===== config.mk =====
export PLATFORM = sky130hd
export DESIGN_NAME = sub_serial
export DESIGN_NICKNAME = d
export VERILOG_FILES = /design/src/rtl/sub_serial.sv
export SDC_FILE = /design/constraint.sdc
export NUM_CORES = 1
export LEC_CHECK = 0
export ABC_AREA = 1
export BUFFER_PORTS_ARGS = -buffer_cell sky130_fd_sc_hd__buf_2
export CAP_MARGIN = 20
export CORE_MARGIN = 2
export CORE_UTILIZATION = 48
export CTS_CLUSTER_DIAMETER = 50
export DETAILED_ROUTE_END_ITERATION = 10
export PLACE_DENSITY = 0.85
export SYNTH_ARGS = -nofsm -noshare
export SYNTH_HDL_FRONTEND = slang
export SYNTH_SLANG_ARGS = --single-unit

===== constraint.sdc =====
create_clock -name clk -period 1.11 [get_ports clk]
set_input_delay 0.0555 -clock clk [delete_from_list [all_inputs] [get_ports clk]]
set_output_delay 0.0555 -clock clk [all_outputs]
set_load 0.1 [all_outputs]

===== src/rtl/sub_serial.sv =====
`default_nettype none
// ============================================================================
// Module   : sub_serial
// Purpose  : Bit-serial subtractor with borrow. Computes
//            {bo, d} = a - b - bi one bit per clock, LSB first. Uses the
//            full-adder cell structure with a borrow chain instead of a
//            carry chain. Start/done handshake towards a controlling block.
// Ports    : clk   - clock, rising edge
//            rst   - synchronous active-high reset
//            start - request pulse, sampled only when not busy
//            a, b  - minuend / subtrahend (WIDTH bits), sampled on accept
//            bi    - borrow in, sampled on accept
//            busy  - high while the serial step is running
//            done  - one-cycle completion pulse
//            d     - registered difference, holds until next completion
//            bo    - registered borrow out, holds with d
// Revision : 1.0 - initial release
// ============================================================================
module sub_serial #(
    parameter int WIDTH = 4
) (
    input  logic             clk,
    input  logic             rst,
    input  logic             start,
    input  logic [WIDTH-1:0] a,
    input  logic [WIDTH-1:0] b,
    input  logic             bi,
    output logic             busy,
    output logic             done,
    output logic [WIDTH-1:0] d,
    output logic             bo
);

    localparam int c_cnt_w = $clog2(WIDTH) + 1;
    localparam logic [c_cnt_w-1:0] c_last_bit = c_cnt_w'(WIDTH - 1);

    typedef enum logic [1:0] {
        ST_IDLE  = 2'd0,
        ST_SHIFT = 2'd1,
        ST_DONE  = 2'd2
    } state_t;

    state_t             r_state;
    logic [WIDTH-1:0]   r_sa;
    logic [WIDTH-1:0]   r_sb;
    logic [WIDTH-1:0]   r_sd;
    logic               r_br;
    logic [c_cnt_w-1:0] r_cnt;
    logic               r_busy;
    logic               r_done;
    logic [WIDTH-1:0]   r_d;
    logic               r_bo;

    logic               w_x;
    logic               w_y;
    logic               w_diff;
    logic               w_borrow;
    logic [WIDTH-1:0]   w_sd_next;

    // One full-subtractor bit cell.
    assign w_x      = r_sa[0];
    assign w_y      = r_sb[0];
    assign w_diff   = w_x ^ w_y ^ r_br;
    assign w_borrow = (~w_x & w_y) | (~w_x & r_br) | (w_y & r_br);

    // The new difference bit enters at the MSB, so after WIDTH steps the
    // first (LSB) bit has reached position 0.
    generate
        if (WIDTH == 1) begin : g_sd_single
            assign w_sd_next = w_diff;
        end else begin : g_sd_multi
            assign w_sd_next = {w_diff, r_sd[WIDTH-1:1]};
        end
    endgenerate

    always_ff @(posedge clk) begin
        if (rst) begin
            r_state <= ST_IDLE;
            r_sa    <= '0;
            r_sb    <= '0;
            r_sd    <= '0;
            r_br    <= 1'b0;
            r_cnt   <= '0;
            r_busy  <= 1'b0;
            r_done  <= 1'b0;
            r_d     <= '0;
            r_bo    <= 1'b0;
        end else begin
            r_done <= 1'b0;
            case (r_state)
                ST_IDLE, ST_DONE: begin
                    // DONE accepts a new request too, giving back-to-back ops.
                    if (start) begin
                        r_sa    <= a;
                        r_sb    <= b;
                        r_br    <= bi;
                        r_cnt   <= '0;
                        r_busy  <= 1'b1;
                        r_state <= ST_SHIFT;
                    end else begin
                        r_busy  <= 1'b0;
                        r_state <= ST_IDLE;
                    end
                end
                ST_SHIFT: begin
                    r_sa  <= r_sa >> 1;
                    r_sb  <= r_sb >> 1;
                    r_sd  <= w_sd_next;
                    r_br  <= w_borrow;
                    r_cnt <= r_cnt + 1'b1;
                    if (r_cnt == c_last_bit) begin
                        r_d     <= w_sd_next;
                        r_bo    <= w_borrow;
                        r_busy  <= 1'b0;
                        r_done  <= 1'b1;
                        r_state <= ST_DONE;
                    end
                end
                default: begin
                    r_busy  <= 1'b0;
                    r_state <= ST_IDLE;
                end
            endcase
        end
    end

    assign busy = r_busy;
    assign done = r_done;
    assign d    = r_d;
    assign bo   = r_bo;

endmodule
`default_nettype wire


==> flow_metrics.py, run 1 <==
metrics = {
    "floorplanning": {
        "ioPinCount": 19,
        "die_x_um": 51.8,
        "fp.dieH_um": 51.8,
        "design.core.area_um2": 2190,
        "num_rows": 17,
        "initial_core_util": 0.501,
        "die-area_um2": 2680,
    },
    "synth": {
        "async_reset_ff_frac": 0,
        "synth_top_family_by_area": "simple AND/OR/NAND/NOR gates",
        "synth-compound-area-share": 0.0753,
        "ys_types": 21,
        "synth_most_common_cell": "nand2_1",
        "ys.warnings.count": 0,
        "synthTopCellsByCount": "nand2_1, inv_1, dfxtp_1",
        "synth-xor-area-share": 0,
        "synth-simple-area-share": 0.302,
        "synth.top_cell.area_share": 0.438,
        "yosys-top-cells-area": "dfxtp_1, nand2_1, inv_1",
        "ys_seq_elements": 24,
        "synth_mux_area_frac": 0,
        "synth_area_um2": 1100,
        "synth_adder_area_share": 0.0410,
        "synth_nets": 166,
        "synth_edf_count": 0,
        "ys_seq_area_frac": 0.438,
        "avgSynthCellArea_um2": 7.27,
        "syn_inst": 151,
        "yosysTopAreaCell": "dfxtp_1",
        "synth_ff_type": "dfxtp_1",
    },
    "cells_and_area": {
        "final_nets": 200,
        "drive_gt1_frac": 0.311,
        "design_area_um2": 1480,
        "utilization": 0.677,
        "antenna_cells": 0,
        "syn2layout_area_growth_pct": 35.1,
        "nFillCells": 176,
    },
    "setup_path": {
        "rr_startpoint": "r_br",
        "endpoint_kind": "flop",
        "max_stage_delay_ps": 570,
        "cp.arrival_ps": 1370,
        "rrSetupSlack_ps": -50,
        "ff2ff_path_depth": 4,
        "crit_top_cell": "nand2_1",
        "cp_cell_sequence": "fa_2 > nand2_1 > nand2_1 > nor2_1",
        "crit_path_start_kind": "flop",
        "path_class": "reg -> reg",
        "required_ps": 1320,
        "reg2reg_to": "d[3]",
        "crit_slowest_cell": "fa_2",
        "crit_family": "adder cells",
        "path_max_fanout": 2,
        "path_buf_inv": 0,
    },
    "placed_design": {
        "routabilityCongestion": 0.777,
        "hpwl_mm": 1.52,
        "port_buffers": 18,
        "place_area_um2": 1310,
    },
    "detailed_routing": {
        "wl_per_cell_um": 10.7,
        "vias_per_cell": 4.77,
        "drt_iter0_drc": 12,
        "vias": 1006,
        "drc": 0,
        "drtPass1Iterations": 4,
        "drt.antenna.violating_nets": 0,
        "drt-total-wl_mm": 2.26,
    },
    "global_routing": {
        "grt_max_degree": 19,
        "grt_pass1_wl_mm": 3.82,
        "track_usage": 0.194,
        "antenna_found_initial": 0,
        "grt_pass1_vias": 913,
        "grt.overflow.total": 0,
    },
    "hold_path": {
        "hold_path_class": "in -> reg",
        "whs_path_depth": 3,
        "hold_end": "r_sa[0]",
        "min_from": "a[0]",
    },
    "clocking": {
        "clkLatencyLatePin_ps": 300,
        "cts_buffers": 3,
        "cts_tree": "done",
        "clock-root-buffer": "clkbuf_4",
        "cts.sinks": 24,
        "htree_levels": 1,
        "clock_path_buffers": 2,
        "path_clk_slew_ps": 120,
    },
    "sta": {
        "fin_ws_ps": -53.7,
        "timing.slew.headroom": 0.806,
        "rsz0062_at_grt": "true",
        "hold_viol": 0,
        "fin_worst_skew_ps": 7.42,
        "maxSlewViolCount": 0,
        "fin_crit_ps": 1160,
        "tightest_slew_ps": 290,
        "finalSetupViolCount": 2,
        "max_freq_ghz": 0.859,
        "post-route-period-util": 1.05,
    },
    "power_and_ir_drop": {
        "powerDensity_nw_per_um2": 1120,
        "vdd_drop_max_mv": 0.812,
        "p_total_mw": 1.66,
        "leakagePower_nw": 0.729,
    },
    "outcome": {
        "status": "complete, but fails checks",
        "violations": "negative setup slack",
    },
    "run": {
        "drv_cap": 0,
    },
}
[repair_timing]
item	in CTS	in global routing
setup buffers	1	0
setup endpoints to repair	19	11
endpoints found under the hold margin	11	0
gates resized for setup	12	8
pin swaps	5	2
hold buffers	9	0
[logic make-up (layout without fill, tap and decap cells)]
group,after synthesis,count (layout)
and+or+nand+nor,73,73
adders and majority gates,3,3
AOI/OAI and AO/OA,16,16
buffers and inverters,35,67
DFF,24,24
[worst max path at each step]
stage / startpoint / endpoint / slack, ps / depth (start not counted)
after floorplan: r_sa[0] / r_br / -20 / 8
after global placement: r_sa[0] / r_br / -90 / 8
after detailed placement: r_cnt[0] / d[2] / -150 / 6
after CTS: r_br / d[3] / -60 / 4
after global routing: r_br / r_br / -100 / 7
final: r_br / d[3] / -50 / 4
[registers in the layout (all words and copies together) (netlist names)]
register and cells:
r_state 2, r_sb 4, r_cnt 3, r_sa 4
done 1, d 4, r_sd 3, r_br 1
bo 1, busy 1
[stage by stage]
stage	hold WS [ps]	instances	setup slack [ps]	TNS, ps
after detailed placement	284	198	-146	-629
after global placement	276	198	-86.4	-316
after global routing	19.0	211	-100	-422
after floorplan	117	151	-22.3	-33.7
final	33.1	211	-53.7	-65.5
after CTS	20.8	211	-58.7	-157
[worst reg2reg max path: stages, from the launching register on]
cell     delay, ps
dfxtp_2        350
fa_2           570
nand2_1         60
nand2_1         50
nor2_1          40
[cells in the final DEF, fill, tap and decap left out, types with 4 or more instances in the layout]
master,synthesis,final
a21oi_1,9,9
buf_12,0,5
buf_2,1,11
buf_4,2,8
clkbuf_4,0,4
dfxtp_1,24,13
dfxtp_2,0,10
dlygate4sd3_1,0,9
inv_1,27,24
inv_2,2,5
nand2_1,28,27
nand3_1,18,17
nor2_1,20,19
o21ai_0,5,4
[cell type report]
cell class | count | area, µm² | share of cell area
clock buffers | 3 | 22.5 | 0.0152
inverters | 30 | 115 | 0.0776
multi-input cells | 92 | 500 | 0.338
flip-flops and latches | 24 | 497 | 0.335
well taps | 28 | 35.0 | 0.0236
repair buffers | 34 | 313 | 0.211
[power breakdown]
group / internal [mW] / switching (mW)
Combinational: 0.155 / 0.190
Sequential: 0.916 / 0.0335
Clock: 0.127 / 0.239
[metal layers]
metal / wire length, µm / global-route usage / vias to the layer above
met3: 91 / 0.0259 / 4
li1: - / - / 523
met5: 0 / 0 / -
met2: 1180 / 0.342 / 30
met1: 945 / 0.228 / 449
met4: 43 / 0.0965 / 0
(Power assumes the default switching activity.)
==> inputs of run 2 (changes only) <==
--- a/config.mk
+++ b/config.mk
@@ -14,3 +14,5 @@
 export DETAILED_ROUTE_END_ITERATION = 10
+export GPL_ROUTABILITY_DRIVEN = 1
 export PLACE_DENSITY = 0.85
+export SKIP_LAST_GASP = 1
 export SYNTH_ARGS = -nofsm -noshare
--- a/constraint.sdc
+++ b/constraint.sdc
@@ -3,2 +3,2 @@
 set_output_delay 0.0555 -clock clk [all_outputs]
-set_load 0.1 [all_outputs]
+set_load 0.05 [all_outputs]
==> run 2 against run 1 <==
Critical endpoint unchanged. Core utilization rose by 0.51 points. The flow still finishes with violations (negative setup slack). Combinational power increased by 3%. Routed wire length rose by 4.4%. Fmax is 0.63% lower. Largest cell class unchanged. Largest power group unchanged.
==> flow_metrics.py, run 2 (synthesized netlist as in run 1, its figures left out) <==
metrics = {
    "floorplanning": {
        "design.core.area_um2": 2190,
        "num_rows": 17,
        "fp.dieH_um": 51.8,
        "die_x_um": 51.8,
        "die-area_um2": 2680,
        "ioPinCount": 19,
        "initial_core_util": 0.501,
    },
    "detailed_routing": {
        "wl_per_cell_um": 10.9,
        "drt-total-wl_mm": 2.36,
        "vias": 1039,
        "drtPass1Iterations": 4,
        "drt_iter0_drc": 25,
        "drc": 0,
        "drt.antenna.violating_nets": 0,
        "vias_per_cell": 4.81,
    },
    "sta": {
        "timing.slew.headroom": 0.807,
        "finalSetupViolCount": 2,
        "hold_viol": 0,
        "maxSlewViolCount": 0,
        "fin_ws_ps": -61.1,
        "setup_tns_ps": -94.9,
        "fin_worst_skew_ps": 0.867,
        "fin_crit_ps": 1170,
        "max_freq_ghz": 0.854,
        "post-route-period-util": 1.06,
        "tightest_slew_ps": 289,
        "rsz0062_at_grt": "true",
    },
    "setup_path": {
        "max_stage_delay_ps": 590,
        "required_ps": 1340,
        "crit_path_start_kind": "flop",
        "crit_slowest_cell": "fa_2",
        "path_class": "reg -> reg",
        "crit_top_cell": "nand2_1",
        "endpoint_kind": "flop",
        "cp.arrival_ps": 1400,
        "cp_cell_sequence": "fa_2 > nand2_1 > nand2_1 > nor2_1",
        "crit_family": "adder cells",
        "path_buf_inv": 0,
        "path_max_fanout": 2,
    },
    "clocking": {
        "cts_tree": "done",
        "clock-root-buffer": "clkbuf_4",
        "htree_levels": 1,
        "cts.sinks": 24,
        "path_clk_slew_ps": 130,
        "clkLatencyLatePin_ps": 310,
        "clock_path_buffers": 2,
        "cts_buffers": 3,
    },
    "placed_design": {
        "routabilityCongestion": 0.770,
        "place_inst": 200,
        "port_buffers": 18,
        "hpwl_mm": 1.47,
    },
    "cells_and_area": {
        "antenna_cells": 0,
        "instances_no_fill": 216,
        "final_nets": 204,
        "final_cell_mix": "nand2_1, inv_1, nor2_1, dfxtp_1, buf_2",
        "syn2layout_area_growth_pct": 36.1,
        "nFillCells": 180,
        "layout_commonest_cell": "nand2_1",
        "drive_gt1_frac": 0.309,
    },
    "power_and_ir_drop": {
        "powerDensity_nw_per_um2": 1290,
        "vdd_drop_max_mv": 0.976,
        "leakagePower_nw": 0.740,
    },
    "outcome": {
        "status": "complete, but fails checks",
        "violations": "negative setup slack",
    },
    "global_routing": {
        "grt_pass1_wl_mm": 4.01,
        "grt.overflow.total": 0,
        "antenna_found_initial": 0,
        "grt_pass1_vias": 995,
        "grt_max_degree": 19,
        "track_usage": 0.201,
    },
    "run": {
        "drv_cap": 0,
    },
    "hold_path": {
        "hold_path_class": "in -> reg",
    },
}
## run 2: stage by stage
step	total power [mW]	setup WS [ps]	hold WS (ps)	utilization	area [µm²]
global route	2.04	-104	125	0.682	1490
global placement	1.24	-36.8	276	0.573	1250
finish	1.93	-61.1	75.4	0.682	1490
CTS	1.94	-60.5	104	0.666	1460
floorplan	1.17	-8.86	125	-	1100
detailed placement	1.25	-83.1	283	0.573	1250
## run 2: repair_timing
action                                  in CTS  in global routing
resized for setup                           11                 11
hold endpoints to repair                    12                  0
endpoints found under the setup margin      12                 13
hold buffers                                10                  0
pin swaps                                    1                  5
buffers inserted                             2                  0
## run 2: final cells by class
class	instances	area, µm²	share of cell area
clock inverters	1	30.0	0.0201
well taps	28	35.0	0.0235
repair buffers	38	282	0.188
inverters	30	115	0.0771
clock buffers	3	22.5	0.0151
flip-flops and latches	24	490	0.328
multi-input cells	92	519	0.348
## run 2: tightest hold or removal path: stages
cell,delay [ps]
buf_2,100
nand2_4,80
nor2_1,90
nor2_1,50
## run 2: layer usage
layer	part of all wire	global-route usage
met2	0.53	0.370
met5	0	0
met1	0.42	0.234
met4	0.014	0.0789
met3	0.035	0.0259
## run 2: where the power goes
group          internal, mW  total [mW]  switching, mW
Sequential            0.917       0.949         0.0321
Combinational         0.163       0.356          0.193
Clock                 0.365       0.628          0.262
Total                  1.45        1.93          0.487
## run 2: path summary, 6_finish.rpt
check / startpoint / end / slack [ps] / cells past startpoint
min: start / r_sa[2] / 80 / 4
max: r_br / d[3] / -60 / 4
max reg2reg: r_br / d[3] / -60 / 4
min reg2reg: busy / busy / 470 / 2
==> inputs of run 3 (changes only) <==
- SETUP_SLACK_MARGIN: unset -> 0.4
- SLEW_MARGIN: unset -> 40
==> run 3 against run 2 <==
The run still ends with negative setup slack left. Via count grew 2.7%. Largest power group unchanged. Flip-flop and latch count is the same. Clock skew grew 8.6 ps. Routed wire length grew 15%. Critical path type unchanged. First-iteration DRC count shrank 72%. Non-clock buffer count grew 4. Clock power shrank 25%.
==> flow_metrics.py, run 3 (synthesized netlist as in run 1, its figures left out) <==
metrics = {
    "clocking": {
        "path_clk_slew_ps": 130,
        "cts_buffers": 3,
        "clock-root-buffer": "clkbuf_4",
        "cts.sinks": 24,
        "htree_levels": 1,
        "clkLatencyLatePin_ps": 320,
        "cts_tree": "done",
        "clock_path_buffers": 2,
    },
    "cells_and_area": {
        "nFillCells": 142,
        "final_cell_mix": "nand2_1, inv_1, nor2_1, buf_2, dfxtp_1",
        "drive_gt1_frac": 0.456,
        "antenna_cells": 0,
        "layout_commonest_cell": "nand2_1",
        "final_nets": 209,
        "syn2layout_area_growth_pct": 58.2,
        "multi_input_area_um2": 622,
        "regArea_um2": 504,
    },
    "detailed_routing": {
        "drtPass1Iterations": 4,
        "vias": 1067,
        "vias_per_cell": 4.83,
        "drt_iter0_drc": 7,
        "drc": 0,
        "drt-total-wl_mm": 2.71,
        "drt.antenna.violating_nets": 0,
        "wl_per_cell_um": 12.3,
    },
    "hold_path": {
        "hold_path_class": "in -> reg",
    },
    "floorplanning": {
        "die_x_um": 51.8,
        "initial_core_util": 0.501,
        "design.core.area_um2": 2190,
        "fp.dieH_um": 51.8,
        "ioPinCount": 19,
        "die-area_um2": 2680,
        "num_rows": 17,
    },
    "run": {
        "drv_cap": 0,
    },
    "sta": {
        "maxSlewViolCount": 0,
        "setup_tns_ps": -116,
        "fin_ws_ps": -61.7,
        "post-route-period-util": 1.06,
        "fin_worst_skew_ps": 9.44,
        "fin_hold_ws_ps": 119,
        "rsz0062_at_grt": "true",
        "timing.slew.headroom": 0.804,
        "max_freq_ghz": 0.853,
        "finalSetupViolCount": 2,
        "hold_viol": 0,
        "fin_crit_ps": 1170,
        "tightest_slew_ps": 293,
    },
    "placed_design": {
        "port_buffers": 18,
        "place_ws_ps": -33.3,
        "routabilityCongestion": 0.772,
        "hpwl_mm": 1.56,
    },
    "setup_path": {
        "required_ps": 1330,
        "path_max_fanout": 2,
        "crit_slowest_cell": "fa_2",
        "crit_path_start_kind": "flop",
        "max_stage_delay_ps": 380,
        "path_buf_inv": 2,
        "path_class": "reg -> reg",
        "cp.arrival_ps": 1390,
        "endpoint_kind": "flop",
        "crit_top_cell": "nand2_1",
        "crit_family": "adder cells",
        "cp_cell_sequence": "fa_2 > inv_2 > nand3_2 > nand2_1 > inv_1 > nand2_1 > nor2_1",
    },
    "global_routing": {
        "grt.overflow.total": 0,
        "grt_pass1_wl_mm": 4.32,
        "antenna_found_initial": 0,
        "grt_pass1_vias": 1008,
        "grt_max_degree": 19,
        "track_usage": 0.226,
    },
    "power_and_ir_drop": {
        "p_total_mw": 1.90,
        "leakagePower_nw": 0.831,
        "vdd_drop_max_mv": 0.774,
        "powerDensity_nw_per_um2": 1090,
    },
    "outcome": {
        "status": "complete, but fails checks",
        "violations": "negative setup slack",
    },
}
[run 3: changes by cell type in the layout (fill, tap and decap cells not counted), moves of 7 or more]
cell / change
nand3_1: -8
dfxtp_1: -7
buf_2: -7
nand3_2: +7
buf_8: +7
[run 3: stage by stage]
step	cells	util	cell area (µm²)
6_report	221	0.792	1740
5_1_grt	221	0.792	1740
4_1_cts	218	0.740	1620
3_5_place_dp	199	0.602	1320
3_3_place_gp	199	0.602	1320
2_1_floorplan	151	-	1180
[run 3: per-layer routing]
layer | part of all wire | routed length [µm] | vias to the layer above | track usage
met5 | 0 | 0 | - | 0
met4 | 0.019 | 51 | 0 | 0.114
met3 | 0.024 | 65 | 4 | 0.0345
met2 | 0.57 | 1540 | 18 | 0.421
met1 | 0.39 | 1050 | 501 | 0.245
li1 | - | - | 544 | -
[run 3: worst paths after layout]
| path | start | end | slack [ps] | cells after the start |
|---|---|---|---|---|
| worst max register to register | r_br | r_br | -60 | 7 |
| worst min-delay path | rst | d[0] | 120 | 4 |
| worst max-delay path | r_br | r_br | -60 | 7 |
| worst min register to register | r_cnt[0] | r_cnt[0] | 470 | 1 |
[run 3: layout make-up]
type | instances | area share
Inverter | 30 | 0.0721
Timing Repair Buffer | 42 | 0.238
Clock buffer | 4 | 0.0209
Multi-Input combinational cell | 93 | 0.358
Sequential cell | 24 | 0.291
Tap cell | 28 | 0.0202
[run 3: where the power goes]
part / internal (mW) / switching (mW)
Sequential: 0.913 / 0.0361
Combinational: 0.237 / 0.238
Clock: 0.201 / 0.272
Total: 1.35 / 0.546
[run 3: worst reg2reg max path, cell delays in order, from the launching register on]
cell,delay [ps]
dfxtp_2,360
fa_2,380
inv_2,60
nand3_2,60
nand2_1,70
inv_1,40
nand2_1,70
nor2_1,50
[run 3: timing repair]
action	CTS	global route
cloned	1	0
endpoints found under the hold margin	12	0
pin swaps	12	9
resized for setup	39	26
endpoints found under the setup margin	31	31
setup buffers	4	3
hold buffers	10	0
